[src/rtl/pwm_capture.sv]
// pwm_capture: receive side of the PWM link. Synchronises an external PWM
// waveform, measures its period and high time in clk cycles, and exposes the
// result through an 8-bit address / 32-bit data register bus.
//
// Registers:
//   0x00 CTRL   (RW) bit0 enable, bit1 clr_ovf (write-1 pulse, reads 0)
//   0x04 STATUS (RO) bit0 valid, bit1 overflow, bit2 running
//   0x08 MEAS   (RO) [31:16] period, [15:0] high
//
// Ports:
//   clk        system clock, rising edge
//   reset_n    asynchronous active-low reset
//   addr       register byte address
//   wdata      write data
//   wen        write strobe, one cycle per access
//   ren        read strobe, one cycle per access
//   rdata      registered read data, valid the cycle after ren
//   pwm_in     asynchronous PWM input
//   meas_pulse one-cycle pulse in the cycle MEAS is updated
module pwm_capture #(
    parameter int unsigned CNT_W       = 16,
    parameter int unsigned SYNC_STAGES = 2
) (
    input  logic        clk,
    input  logic        reset_n,
    input  logic [7:0]  addr,
    input  logic [31:0] wdata,
    input  logic        wen,
    input  logic        ren,
    output logic [31:0] rdata,
    input  logic        pwm_in,
    output logic        meas_pulse
);

    typedef enum logic [1:0] {
        IDLE      = 2'd0,
        WAIT_RISE = 2'd1,
        MEAS_HIGH = 2'd2,
        MEAS_LOW  = 2'd3
    } state_e;

    localparam logic [CNT_W-1:0] CNT_MAX = '1;
    localparam logic [CNT_W-1:0] CNT_ONE = CNT_W'(1);

    state_e                 state_q, state_d;
    logic [SYNC_STAGES-1:0] sync_q;
    logic                   s_d_q;
    logic [CNT_W-1:0]       cnt_q, cnt_d;
    logic [CNT_W-1:0]       high_q, high_d;
    logic                   enable_q;
    logic                   ovf_q;
    logic                   valid_q;
    logic [31:0]            meas_q;
    logic [31:0]            rdata_q;
    logic [31:0]            rd_mux;

    logic s, rise, fall;
    logic capture, sat;
    logic wr_ctrl, rd_meas;
    logic wdata_unused;

    assign s    = sync_q[SYNC_STAGES-1];
    assign rise = s & ~s_d_q;
    assign fall = ~s & s_d_q;

    assign wr_ctrl = wen && (addr == 8'h00);
    assign rd_meas = ren && (addr == 8'h08);

    assign wdata_unused = ^wdata[31:2];

    assign rdata      = rdata_q;
    assign meas_pulse = capture;

    // Input synchroniser plus one delay stage for edge detection
    always_ff @(posedge clk or negedge reset_n) begin
        if (!reset_n) begin
            sync_q <= '0;
            s_d_q  <= 1'b0;
        end else begin
            sync_q <= {sync_q[SYNC_STAGES-2:0], pwm_in};
            s_d_q  <= s;
        end
    end

    always_ff @(posedge clk or negedge reset_n) begin
        if (!reset_n) begin
            state_q <= IDLE;
            cnt_q   <= '0;
            high_q  <= '0;
        end else begin
            state_q <= state_d;
            cnt_q   <= cnt_d;
            high_q  <= high_d;
        end
    end

    always_comb begin
        state_d = state_q;
        cnt_d   = cnt_q;
        high_d  = high_q;
        capture = 1'b0;
        sat     = 1'b0;
        if (!enable_q) begin
            state_d = IDLE;
            cnt_d   = '0;
            high_d  = '0;
        end else begin
            unique case (state_q)
                IDLE: state_d = WAIT_RISE;
                WAIT_RISE: begin
                    if (rise) begin
                        state_d = MEAS_HIGH;
                        cnt_d   = CNT_ONE;
                    end
                end
                MEAS_HIGH: begin
                    if (fall) begin
                        state_d = MEAS_LOW;
                        high_d  = cnt_q;
                        // Hold at the ceiling so the low phase saturates
                        // next cycle instead of wrapping to a short period.
                        cnt_d   = (cnt_q == CNT_MAX) ? cnt_q : cnt_q + CNT_ONE;
                    end else if (cnt_q == CNT_MAX) begin
                        sat     = 1'b1;
                        state_d = WAIT_RISE;
                    end else begin
                        cnt_d = cnt_q + CNT_ONE;
                    end
                end
                MEAS_LOW: begin
                    if (rise) begin
                        capture = 1'b1;
                        state_d = MEAS_HIGH;
                        cnt_d   = CNT_ONE;
                    end else if (cnt_q == CNT_MAX) begin
                        sat     = 1'b1;
                        state_d = WAIT_RISE;
                    end else begin
                        cnt_d = cnt_q + CNT_ONE;
                    end
                end
                default: state_d = IDLE;
            endcase
        end
    end

    always_comb begin
        rd_mux = '0;
        unique case (addr)
            8'h00:   rd_mux = {31'd0, enable_q};
            8'h04:   rd_mux = {29'd0, (state_q != IDLE), ovf_q, valid_q};
            8'h08:   rd_mux = meas_q;
            default: rd_mux = '0;
        endcase
    end

    // Register file and flags; read data uses pre-write register values
    always_ff @(posedge clk or negedge reset_n) begin
        if (!reset_n) begin
            enable_q <= 1'b0;
            ovf_q    <= 1'b0;
            valid_q  <= 1'b0;
            meas_q   <= '0;
            rdata_q  <= '0;
        end else begin
            if (wr_ctrl) begin
                enable_q <= wdata[0];
            end
            if (sat) begin
                ovf_q <= 1'b1;
            end else if (wr_ctrl && wdata[1]) begin
                ovf_q <= 1'b0;
            end
            if (capture) begin
                valid_q <= 1'b1;
                meas_q  <= {16'(cnt_q), 16'(high_q)};
            end else if (rd_meas) begin
                valid_q <= 1'b0;
            end
            if (ren) begin
                rdata_q <= rd_mux;
            end
        end
    end

endmodule

[config.mk]
export PLATFORM = sky130hd
export DESIGN_NAME = pwm_capture
export DESIGN_NICKNAME = d
export VERILOG_FILES = /design/src/rtl/pwm_capture.sv
export SDC_FILE = /design/constraint.sdc
export NUM_CORES = 1
export LEC_CHECK = 0
export ABC_CLOCK_PERIOD_IN_PS = 2460
export CAP_MARGIN = 30
export CORE_MARGIN = 3
export CORE_UTILIZATION = 30
export DETAILED_ROUTE_END_ITERATION = 10
export GPL_TIMING_DRIVEN = 1
export SLEW_MARGIN = 20
export SYNTH_ARGS = -nofsm -noshare
export SYNTH_HDL_FRONTEND = slang
export SYNTH_SLANG_ARGS = --single-unit
[constraint.sdc]
create_clock -name clk -period 2.46 [get_ports clk]
set_clock_uncertainty 0.2 [all_clocks]
set_input_delay 0.615 -clock clk [delete_from_list [all_inputs] [get_ports clk]]
set_output_delay 0.615 -clock clk [all_outputs]
set_load 0.05 [all_outputs]
==> results.py, run 1 <==
metrics = {
    "critical_path": {
        "path_class": "flop to output pin",
        "path_max_fanout": 2,
        "start_kind": "flop",
        "path_cells": "clkdlybuf4s50_1",
        "reg2reg_depth": 5,
        "end_kind": "output pin",
        "cp_slowest_cell": "clkdlybuf4s50_1",
        "crit_buf_inv": 1,
        "cpPeakStageDelay_ns": 0.82,
        "crit_required_ns": 1.64,
        "arrival_ns": 1.51,
        "path_delay_family": "buffers and inverters",
        "timing.rr.start": "cnt_q[0]",
        "r2r_end": "cnt_q[1]",
        "r2r_slack_ns": 0.37,
    },
    "pwr": {
        "ir_worst_vdd_mv": 0.3321,
        "powerDensity_nw_per_um2": 595.1,
        "totalPowerFinal_mw": 3.362,
        "p_leak_nw": 2.380,
    },
    "global_route": {
        "grt_pass1_wl_um": 16490,
        "grt_usage_pct": 12.21,
        "grt_pass1_vias": 3282,
        "overflow": 0,
        "grt_max_degree": 44,
        "antenna_found_initial": 0,
    },
    "floorplan": {
        "core_um2": 14700,
        "die-area_um2": 16740,
        "fp.dieW_um": 129.4,
        "start_util_pct": 31.06,
        "die_h_um": 129.4,
        "io_pins": 78,
        "rows": 44,
    },
    "route": {
        "wl_per_cell_um": 14.43,
        "vias": 3173,
        "drt_iter0_markers": 178,
        "wirelength_um": 9567,
        "remaining_drc_errors": 0,
        "antenna_left": 0,
        "first_pass_iters": 4,
        "viasPerCell": 4.786,
    },
    "synth": {
        "synth-edff-count": 0,
        "synth_common_cells": "dfrtp_1, nand2_1, inv_1",
        "ys_seq_area_share_pct": 57.00,
        "syn-num-nets": 466,
        "syn_area_um2": 4566,
        "synth_area_leaders": "dfrtp_1, mux2_2, nand2_1, o21ai_0, inv_1",
        "synth_cell_types": 59,
        "synth_top_area_share_pct": 57.00,
        "yosysTopAreaCell": "dfrtp_1",
        "synth.avg_cell_area_um2": 10.87,
        "synth_cells": 420,
        "async_reset_ff_share_pct": 100.0,
        "ys_ff_latch": 104,
        "synth.most_common_cell": "dfrtp_1",
        "ys.flop_type": "dfrtp_1",
        "yosys_warnings": 0,
    },
    "layout": {
        "nFillCells": 1394,
        "drive_gt1_share_pct": 17.75,
        "area_delta_synth_final_pct": 23.76,
        "final_cell_area_um2": 5650,
        "finalNetCount": 520,
        "final_core_util_pct": 38.44,
        "multi_input_area_um2": 1724,
        "antenna_cells": 0,
        "seqCellArea_um2": 2603,
    },
    "clock_tree": {
        "post_cts_buffers": 0,
        "clkLatencyLatePin_ns": 0.34,
        "cts_tree": "done",
        "cts_sinks": 104,
        "clk_pin_slew_ns": 0.07,
        "clockBufferDepth": 2,
        "numCtsBuffers": 9,
        "ctsHtreeMaxLevel": 3,
        "clockRootBuffer": "clkbuf_16",
    },
    "sta": {
        "tightest_slew_ns": 0.5691,
        "fin_crit_ns": 2.321,
        "slew_headroom_pct": 61.97,
        "hold_ws_ns": 0.1544,
        "drv_slew": 0,
        "finalCritPeriodShare_pct": 94.33,
        "setup_viol": 0,
        "hold_violations": 0,
        "clock.fmax_mhz": 430.9,
        "rsz0062_at_grt": "false",
    },
    "worst_hold_path": {
        "min_path_type": "flop to flop",
        "hold-path-endpoint": "sync_q[1]",
        "hp-start": "sync_q[0]",
        "hold_depth": 0,
    },
    "placed_design": {
        "dpl_cell_area_um2": 5314,
        "hpwl_um": 6682,
        "io_buffers": 47,
        "gp_congestion": 0.8346,
    },
    "status": {
        "status": "finished, final reports clean",
    },
    "flow_run": {
        "cap_violations": 0,
    },
}
[where the power goes]
part,total [mW],internal (mW),switching [mW]
Combinational,0.108,0.0420,0.0656
Clock,1.54,0.920,0.616
Sequential,1.72,1.71,0.00402
Total,3.36,2.68,0.686
[per-layer routing]
layer | vias to the layer above | track usage, % | wire [um] | part of all wire, %
met3 | 8 | 3.092 | 282 | 2.9
met4 | 0 | 3.706 | 82 | 0.86
li1 | 1551 | - | - | -
met5 | - | 0 | 0 | 0
met2 | 45 | 19.45 | 4567 | 48
met1 | 1569 | 16.46 | 4635 | 48
[cells in the final DEF, fill, tap and decap left out, types with 5 or more instances in the layout]
cell type | Yosys | layout
mux2_2 | 33 | 33
a21oi_1 | 5 | 5
o21ai_0 | 36 | 36
nand4_1 | 5 | 5
clkdlybuf4s50_1 | 0 | 45
buf_4 | 1 | 15
a21boi_0 | 16 | 16
inv_1 | 37 | 37
nand2_1 | 73 | 73
dfrtp_1 | 104 | 104
clkbuf_16 | 0 | 9
nor2_1 | 9 | 8
nor3_1 | 7 | 7
[cell type report]
cell class              count  share of cell area [%]
clock inverters             5                   1.395
repair buffers             64                   11.20
flip-flops and latches    104                   46.06
multi-input cells         258                   30.51
well taps                 184                   4.074
inverters                  37                   2.458
clock buffers              11                   4.296
[state kept, by name (all words and copies together) (netlist names)]
name / cells
meas_q: 32
ovf_q: 1
state_q: 2
s_d_q: 1
valid_q: 1
cnt_q: 16
high_q: 16
sync_q: 2
rdata: 32
enable_q: 1
[worst register-to-register path: stages, from the launching register on]
cell and delay, ns:
dfrtp_1 0.46, ha_1 0.30, nand4_4 0.17, o41ai_4 0.54
mux2i_1 0.26, nor2_1 0.06
[worst max path at each step]
stage	startpoint	end	depth (start not counted)
finish	rdata[18]	rdata[18]	1
global route	s_d_q	meas_pulse	3
CTS	s_d_q	meas_pulse	3
detailed placement	addr[5]	enable_q	5
global placement	addr[5]	enable_q	5
floorplan	addr[5]	enable_q	3
[kinds of logic after synthesis]
family,Yosys count,share of synthesized area [%]
xor+xnor,1,0.1919
fa+ha+maj,1,0.2740
mux,37,9.016
flops,104,57.00
simple gates,136,15.92
compound gates,83,12.00
buf+inv,58,5.590
[metrics by stage]
| step | cells | setup TNS [ns] | setup WS, ns |
|---|---|---|---|
| 2_1_floorplan | 420 | 0 | 0.3103 |
| 3_3_place_gp | 646 | -1.233 | -0.1697 |
| 4_1_cts | 663 | 0 | 0.09751 |
| 5_1_grt | 663 | 0 | 0.08140 |
| 3_5_place_dp | 646 | -2.096 | -0.1666 |
| 6_report | 663 | 0 | 0.1395 |
[repair_timing]
item / in CTS / in global routing
endpoints found under the hold margin: 25 / 0
endpoints found under the setup margin: 0 / 1
resized for setup: 0 / 1
hold buffers: 1 / 0
Power figures use the tool's default switching activity.
==> inputs of run 2 (changes only) <==
DONT_BUFFER_PORTS = 1   (was default)
==> run 2 against run 1 <==
The run now ends with negative hold slack left. Cell area down 9.2%. Non-clock buffer count fell by 56. Die area did not move. Critical path depth rose by 2. Utilization fell by 3.5 points. Power increased by 1.6%. Flip-flop and latch count is the same. Sequential share of layout area increased by 4.6 points. Critical path type unchanged. Largest power group unchanged.
==> results.py, run 2 (synthesis gave the netlist of run 1 again) <==
metrics = {
    "status": {
        "status": "finished with violations",
        "violations": "negative hold slack",
    },
    "sta": {
        "slew_headroom_pct": 63.84,
        "setup_viol": 0,
        "tightest_slew_ns": 0.5384,
        "finalCritPeriodShare_pct": 94.12,
        "clock.fmax_mhz": 431.9,
        "drv_slew": 0,
        "fin_setup_tns_ns": 0,
        "hold_ws_ns": -0.2405,
        "rsz0062_at_grt": "false",
        "fin_crit_ns": 2.315,
        "hold_violations": 104,
    },
    "global_route": {
        "grt_pass1_vias": 3050,
        "antenna_found_initial": 0,
        "grt_max_degree": 105,
        "overflow": 0,
        "grt_pass1_wl_um": 15610,
        "grt_usage_pct": 11.77,
    },
    "pwr": {
        "powerDensity_nw_per_um2": 665.5,
        "p_seq_share_pct": 50.3,
        "p_clk_share_pct": 48.7,
        "p_sw_share_pct": 19.32,
        "switchingPower_mw": 0.6600,
        "p_leak_nw": 2.175,
        "comb_power_share_pct": 1.0,
        "internal-power_mw": 2.756,
        "ir_worst_vdd_mv": 0.3238,
    },
    "critical_path": {
        "path_max_fanout": 33,
        "arrival_ns": 1.50,
        "path_class": "flop to output pin",
        "crit_required_ns": 1.64,
        "end_kind": "output pin",
        "start_kind": "flop",
    },
    "clock_tree": {
        "cts_tree": "done",
        "ctsHtreeMaxLevel": 3,
        "clk_pin_slew_ns": 0.07,
        "cts_resized": 0,
        "numCtsBuffers": 9,
        "clkLatencyLatePin_ns": 0.35,
        "clockRootBuffer": "clkbuf_16",
        "clockBufferDepth": 2,
        "post_cts_buffers": 0,
        "cts_sinks": 104,
    },
    "floorplan": {
        "die_h_um": 129.4,
        "core_um2": 14700,
        "io_pins": 78,
        "start_util_pct": 31.06,
        "die-area_um2": 16740,
        "rows": 44,
        "fp.dieW_um": 129.4,
    },
    "layout": {
        "final_core_util_pct": 34.92,
        "finalNetCount": 464,
        "final_common_cell": "dfrtp_1",
        "finalNonFillerCells": 607,
        "final_cell_area_um2": 5132,
        "area_delta_synth_final_pct": 12.41,
        "antenna_cells": 0,
        "final_cell_mix": "dfrtp_1, nand2_1, inv_1",
        "drive_gt1_share_pct": 17.97,
    },
    "placed_design": {
        "gp_congestion": 0.8213,
        "hpwl_um": 6049,
        "dp.cells": 591,
        "dpl_cell_area_um2": 4781,
        "io_buffers": 0,
    },
    "worst_hold_path": {
        "min_path_type": "primary input to async pin",
    },
    "route": {
        "vias": 2975,
        "wl_per_cell_um": 14.88,
        "remaining_drc_errors": 0,
        "viasPerCell": 4.901,
        "first_pass_iters": 4,
        "drt_iter0_markers": 149,
        "antenna_left": 0,
        "wirelength_um": 9033,
    },
    "flow_run": {
        "cap_violations": 0,
    },
}
-- run 2: critical path: stages, from the launching register on --
cell and delay [ns]:
dfrtp_1 0.39, nand3b_1 0.30, nor2_4 0.19, buf_12 0.25
-- run 2: final cells by class --
class / count / area (um^2)
multi-input cells: 258 / 1724
fillers: 1442 / 9567
inverters: 37 / 138.9
flip-flops and latches: 104 / 2603
clock buffers: 10 / 239.0
repair buffers: 8 / 85.08
well taps: 184 / 230.2
clock inverters: 6 / 112.6
-- run 2: final timing paths --
check                           cells after the start  slack (ns)    endpoint      start
max in group asynchronous                           0        2.12    cnt_q[5]    reset_n
worst max register to register                      5        0.37    cnt_q[7]   cnt_q[0]
worst min register to register                      0        0.16   sync_q[1]  sync_q[0]
worst min-delay path                                0       -0.24    rdata[5]    reset_n
worst max-delay path                                3        0.14  meas_pulse      s_d_q
min in group clk                                    0        0.09   sync_q[0]     pwm_in
-- run 2: through the flow --
stage	power (mW)	setup slack, ns
6_report	3.416	0.1448
5_1_grt	3.544	0.03930
4_1_cts	3.461	0.1057
3_5_place_dp	1.785	0.1992
3_3_place_gp	1.784	0.2202
2_1_floorplan	1.782	0.3103
-- run 2: power by group through the flow --
| stage | Clock (mW) | Combinational, mW | Sequential, mW |
|---|---|---|---|
| 6_report | 1.66 | 0.0328 | 1.72 |
| 5_1_grt | 1.79 | 0.0363 | 1.72 |
| 4_1_cts | 1.71 | 0.0331 | 1.72 |
| 3_5_place_dp | 0 | 0.0328 | 1.75 |
| 3_3_place_gp | 0 | 0.0324 | 1.75 |
| 2_1_floorplan | 0 | 0.0306 | 1.75 |
-- run 2: routing by layer --
metal / vias to the layer above / share of wire [%] / GRT usage [%]
met1: 1471 / 47 / 15.03
li1: 1437 / - / -
met2: 56 / 48 / 18.81
met4: 0 / 1.6 / 4.509
met3: 11 / 3.8 / 3.586
met5: - / 0 / 0
